File: src/rtl/comp_pkg.sv
// comp_pkg: shared FSM encoding and nibble geometry for the sequential comparator
package comp_pkg;
    typedef enum logic [1:0] {
        IDLE = 2'd0,
        RUN  = 2'd1,
        DONE = 2'd2
    } state_t;
    localparam int NIBBLES = 4;
    localparam int NIB_W   = 4;
endpackage

File: src/rtl/comp4b.sv
// comp4b: combinational 4-bit nibble magnitude comparator
// ports: a, b nibble operands; gt = a > b; eq = a == b
module comp4b
    import comp_pkg::*;
(
    input  logic [NIB_W-1:0] a,
    input  logic [NIB_W-1:0] b,
    output logic             gt,
    output logic             eq
);
    assign gt = a > b;
    assign eq = a == b;
endmodule

File: src/rtl/comp16b_seq.sv
// comp16b_seq: multi-cycle 16-bit magnitude compare through one shared 4-bit slice, MSB nibble first
// ports: clk, rst (sync, active-high); start/a/b request; busy, done pulse, gt/lt/eq held result
// optional: define COMP16B_SEQ_SIGNED_EN for a two's-complement compare
module comp16b_seq
    import comp_pkg::*;
#(
    parameter bit EARLY_EXIT = 1'b1
) (
    input  logic        clk,
    input  logic        rst,
    input  logic        start,
    input  logic [15:0] a,
    input  logic [15:0] b,
    output logic        busy,
    output logic        done,
    output logic        gt,
    output logic        lt,
    output logic        eq
);
`ifdef COMP16B_SEQ_SIGNED_EN
    // offset-binary: flipping the sign bit makes the unsigned walk order signed values
    localparam logic [15:0] FLIP = 16'h8000;
`else
    localparam logic [15:0] FLIP = 16'h0000;
`endif
    state_t      state, state_n;
    logic [15:0] ra, rb;
    logic [1:0]  idx;
    logic        decided, ngt, neq, nlt, diff, fin;
    comp4b u_nib (
        .a  (ra[{idx, 2'b00} +: NIB_W]),
        .b  (rb[{idx, 2'b00} +: NIB_W]),
        .gt (ngt),
        .eq (neq)
    );
    always_comb begin
        nlt     = !ngt && !neq;
        // only the first (most significant) difference may set the result
        diff    = !decided && !neq;
        fin     = (EARLY_EXIT && diff) || idx == 2'd0;
        state_n = state == IDLE ? (start ? RUN : IDLE) :
                  state == RUN  ? (fin ? DONE : RUN) : IDLE;
    end
    assign busy = state != IDLE;
    assign done = state == DONE;
    always_ff @(posedge clk) begin
        state <= rst ? IDLE : state_n;
        if (rst) begin
            ra      <= '0;
            rb      <= '0;
            idx     <= 2'(NIBBLES - 1);
            decided <= 1'b0;
            gt      <= 1'b0;
            lt      <= 1'b0;
            eq      <= 1'b0;
        end else if (state == IDLE && start) begin
            ra      <= a ^ FLIP;
            rb      <= b ^ FLIP;
            idx     <= 2'(NIBBLES - 1);
            decided <= 1'b0;
            gt      <= 1'b0;
            lt      <= 1'b0;
            eq      <= 1'b0;
        end else if (state == RUN) begin
            if (diff) begin
                gt      <= ngt;
                lt      <= nlt;
                decided <= 1'b1;
            end
            if (fin && !decided && neq)
                eq <= 1'b1;
            if (!fin)
                idx <= idx - 2'd1;
        end
    end
endmodule

File: config.mk
export PLATFORM = sky130hd
export DESIGN_NAME = comp16b_seq
export DESIGN_NICKNAME = d
export VERILOG_FILES = /design/src/rtl/comp_pkg.sv /design/src/rtl/comp4b.sv /design/src/rtl/comp16b_seq.sv
export SDC_FILE = /design/constraint.sdc
export NUM_CORES = 1
export LEC_CHECK = 0
export ABC_AREA = 1
export BUFFER_PORTS_ARGS = -buffer_cell sky130_fd_sc_hd__buf_2
export CAP_MARGIN = 20
export CORE_UTILIZATION = 40
export DETAILED_ROUTE_END_ITERATION = 8
export SLEW_MARGIN = 15
export SYNTH_ARGS = -nofsm -noshare
export SYNTH_HDL_FRONTEND = slang
export SYNTH_SLANG_ARGS = --single-unit
File: constraint.sdc
create_clock -name clk -period 2.08 [get_ports clk]
set_clock_uncertainty 0.1 [all_clocks]
set_input_delay 0.312 -clock clk [delete_from_list [all_inputs] [get_ports clk]]
set_output_delay 0.312 -clock clk [all_outputs]
set_load 0.01 [all_outputs]
# After elaboration in Yosys (flattened, before gate mapping)
# Index checks and enable logic that the tools add are counted.
[word_totals]
register_bits = 40
latchBits = 0
ramBits = 0
rom_bits = 0
inputBits = 35
output_inout_bits = 5
wordCells = 36
memories = 0
[classes]
add_sub_neg = 1
mul = 0
div_mod_pow = 0
order_cmp = 1
n_eq_ne = 3
n_shift = 2
muxes = 4
n_bitwise = 1
n_reduce_logical = 16
[op_table]
columns = ["operator", "count"]
rows = [
  ["indexed part select 16 x 5 -> 4 bit", 2],
  ["2-to-1 mux 2 bit", 3],
  ["AND reduction 2 bit", 3],
  ["logical AND 1 bit", 5],
  ["== test 4 bit", 1],
  ["> comparator 4 bit", 1],
  ["zero test 2 bit", 2],
  ["zero test 1 bit", 3],
  ["== test 2 x 1 -> 1 bit, second input constant", 1],
  ["== test 2 bit, second input constant", 1],
  ["nonzero test 2 bit", 1],
  ["OR reduction 2 bit", 1],
  ["subtractor 2 x 1 -> 2 bit, second input constant", 1],
  ["logical OR 1 bit", 1],
  ["2-to-1 mux 1 bit", 1],
  ["NOT 1 bit", 1],
]

# Longest topological paths before layout
[depth]
ltp_word = 8
mapped_depth = 13

# Cells and area by module
# A second synthesis with hierarchy kept.
[hier_totals]
hier_cells = 251
hier_area_um2 = 1834.3
[modules_own_cells]
columns = ["mod", "n_inst", "cells_per_inst", "area_per_inst_um2"]
rows = [
  ["comp16b_seq", 1, 232, 1711.6],
  ["comp4b", 1, 19, 122.6],
]

# Worst setup path after synthesis
# Ideal clock, no wire load.
[synth_path]
path_type = "reg2reg"
from = "reg idx[0]"
to = "reg idx[0]"
setup_time_ps = 122
arrival_ps = 1684
slack_ps = 174
path_stages_with_launch = 11
n_path_buf = 2
path_cell_list = "dfxtp_1 -> buf_4 -> buf_2 -> nand2_1 -> a32o_1 -> ha_1 -> nand2_1 -> o21ai_2 -> nand3_1 -> nand2_1 -> nand3_1"
[synth_via]
elab_chain_cells = 7
word_cells_on_any_way = 10
classes_between = "add/sub (1); eq/ne (1); shift (2); bitwise (1); reduce/logical (5)"
[synth_rtl]
columns = ["item", "line_no", "source"]
rows = [
  ["from (decl)", "comp16b_seq.sv:28", "logic [1:0] idx;"],
  ["from (signal assigned)", "comp16b_seq.sv:51", "idx <= 2'(NIBBLES - 1);"],
  ["from (signal assigned)", "comp16b_seq.sv:59", "idx <= 2'(NIBBLES - 1);"],
  ["from (signal assigned)", "comp16b_seq.sv:73", "idx <= idx - 2'd1;"],
  ["indexed part select 16 x 5 -> 4 bit, on equally long branches", "comp16b_seq.sv:31, comp16b_seq.sv:32", ""],
  ["== test 4 bit", "comp4b.sv:12", "assign eq = a == b;"],
  ["zero test 1 bit", "comp16b_seq.sv:39", "diff = !decided && !neq;"],
  ["logical AND 1 bit", "comp16b_seq.sv:39", ""],
  ["logical OR 1 bit", "comp16b_seq.sv:40", "fin = (EARLY_EXIT && diff) || idx == 2'd0;"],
  ["NOT 1 bit (no line)", "-", ""],
  ["AND reduction 2 bit (no line)", "-", ""],
]
# Several ways; a longest one is shown, not always the timed one.
# A chain may end at the register's enable or synchronous reset.

# Worst setup path in the final report
# Same ends and word-level chain as after synthesis.

==> impl_metrics.toml <==
[run_status]
status = "finished clean"

[timing]
tns_ns = 0
layout_setup_ws_ns = 0.163
finalSetupViolations = 0
hold_viol_final = 0
max_slew_margin_pct = 75.5
rsz0062_at_grt = "no"
maxSlewViolCount = 0
fin_crit_ns = 1.92
worst_pin_slew_ns = 0.368
max_clock_freq_mhz = 522
whs_ns = 0.125
fin_crit_sh_pct = 92.2

[grt]
grt_antenna_before_repair = 0
gr-total-overflow = 0
grt_pass1_vias = 1460
grt_pass1_wl_mm = 6.58
track_usage_pct = 19.1
grt_max_degree = 35

[yosys]
synth_xor_area_share_pct = 0
syn_nets = 287
synth-edff-count = 0
synth_cells = 247
ys_ff_latch = 40
synth-async-reset-ratio_pct = 0
synth_area_leaders = "dfxtp_1, nor2_1, o21ai_0"
ys.flop_type = "dfxtp_1"
synth-seq-area-share_pct = 44.7
post-synth-top-count-cell = "nor2_1"
synth_top_family_by_area = "simple AND/OR/NAND/NOR gates"
synth-simple-area-share_pct = 25.2
synthAdderAreaFrac_pct = 3.49
ys_top_cells_by_count = "nor2_1, dfxtp_1, o21ai_0"
synth-compound-area-share_pct = 18.4
synth_top_area_share_pct = 44.7
synth_top_area_cell = "dfxtp_1"
synth_mux_area_share_pct = 0
yosysWarnings = 0
synth_area_um2 = 1790
synth_cell_type_count = 22
syn_area_per_cell_um2 = 7.25

[critical_path]
end_kind = "register"
crit_path_frequent_cell = "nand2_1"
crit_arrival_ns = 1.99
slowest_stage = "dfxtp_4"
cp_max_fo = 17
required_ns = 2.15
reg2reg_depth = 9
timing.critical_path.buf_inv = 1
crit_chain = "buf_12 -> nand2_1 -> a32o_1 -> ha_1 -> nand2_1 -> o21ai_2 -> nand3_2 -> nand2_1 -> nand3_1"
critical_path.max_stage_delay_ns = 0.38
crit_type = "reg2reg"
worst_setup_path_start_kind = "register"
cp_num_cells = 9
critPathTopFamily = "compound AO/OA/AOI/OAI gates"
rrSetupSlack_ns = 0.16

[floorplan]
coreArea_um2 = 4140
num_rows = 23
initial_core_util_pct = 43.2
die_w_um = 68.9
dieArea_um2 = 4750
chipHeight_um = 68.9
io_pins = 40

[placement]
place_hpwl_mm = 2.83
gp_congestion = 0.851
dp_slack_ns = 0.00411
port_buffers = 39

[layout]
drive_above_1_share_pct = 20.1
fillers = 443
postLayoutCoreUtil_pct = 50.9
nets = 322
seqCellArea_um2 = 806
antennaDiodeCount = 0
multi_input_area_um2 = 850
area_growth_pct = 17.7

[clock_network]
htreeDepth = 2
tritoncts = "built"
clock_latency_ns = 0.29
cts_root_buf = "clkbuf_8"
cts_setup_buffers = 0
cts.sinks = 40
cts_hold_buffers = 0
clkTransAtPathRegs_ns = 0.08
cts_buffer_depth = 2
cts-buffers-inserted = 5

[worst_hold_path]
hp-class = "in2reg"
hold_depth = 2

[power]
p_leak_nw = 0.965
ir_drop_v = 0.000400
power.density_nw_per_um2 = 907

[drt]
detail_route.wl_per_cell_um = 11.7
drc = 0
antenna_left = 0
routed_wl_mm = 3.89
vias_per_cell = 4.95
routed-via-count = 1650
first_iter_violations = 67
first_pass_iters = 4

[run]
drv_cap = 0
where the power goes:
| part | total (mW) | leakage, nW | switching (mW) | internal, mW |
|---|---|---|---|---|
| logic | 0.479 | 0.589 | 0.292 | 0.187 |
| clock network | 0.526 | 0.0455 | 0.255 | 0.270 |
| registers | 0.910 | 0.330 | 0.0544 | 0.856 |
| total | 1.91 | 0.965 | 0.601 | 1.31 |
stage by stage:
stage	cell area (µm²)	std cells	total power, mW
floorplan	1790	247	1.29
global placement	1990	325	1.39
detailed placement	1990	325	1.40
CTS	2080	333	1.93
global route	2110	333	2.06
finish	2110	333	1.91
sequential cells by signal (all words and copies together) (netlist names):
register	count
state	2
lt	1
ra	16
gt	1
idx	2
eq	1
decided	1
rb	16
final cells by class:
type                            count  area share (%)
Multi-Input combinational cell    179            40.3
Tap cell                           50            2.97
Clock buffer                        8            4.27
Timing Repair Buffer               41            11.2
Inverter                           15            3.14
Sequential cell                    40            38.2
what timing repair did:
| item | 4_1_cts | 5_1_grt |
|---|---|---|
| gates cloned | 0 | 0 |
| pin swaps | 0 | 1 |
| endpoints found under the setup margin | 1 | 5 |
| gates resized for setup | 1 | 11 |
cells by family after synthesis:
| kind of cell | after synthesis |
|---|---|
| buf+inv | 28 |
| flops | 40 |
| fa+ha+maj | 5 |
| simple gates | 114 |
| compound gates | 60 |
layer usage:
layer  global-route usage (%)  wire length, µm
met1                     26.3             1970
met2                     28.2             1690
met3                     3.95              152
met4                     9.18               76
met5                        0                0
placed cells by master (no fill, tap or decap), types with 2 or more instances in the layout:
master    netlist  final
inv_4           0      2
dfxtp_1        40     38
o22ai_1         4      4
nand3_1         3      2
nor2_2          2      2
a32o_1          4      4
nor2_1         77     77
a21oi_1        10     10
nand2_1        28     28
o21ai_0        40     39
clkbuf_1        3      2
inv_1          13     12
buf_12          0      2
ha_1            5      5
clkbuf_8        0      6
buf_2           2     39
nand4_1         3      3
path summary, 6_finish.rpt:
| kind | endpoint | startpoint |
|---|---|---|
| setup / recovery | idx[0] | idx[0] |
| hold / removal | state[0] | rst |
| setup reg to reg | idx[0] | idx[0] |
| hold reg to reg | gt | gt |
Note: power is estimated with default switching activity, not from simulation.
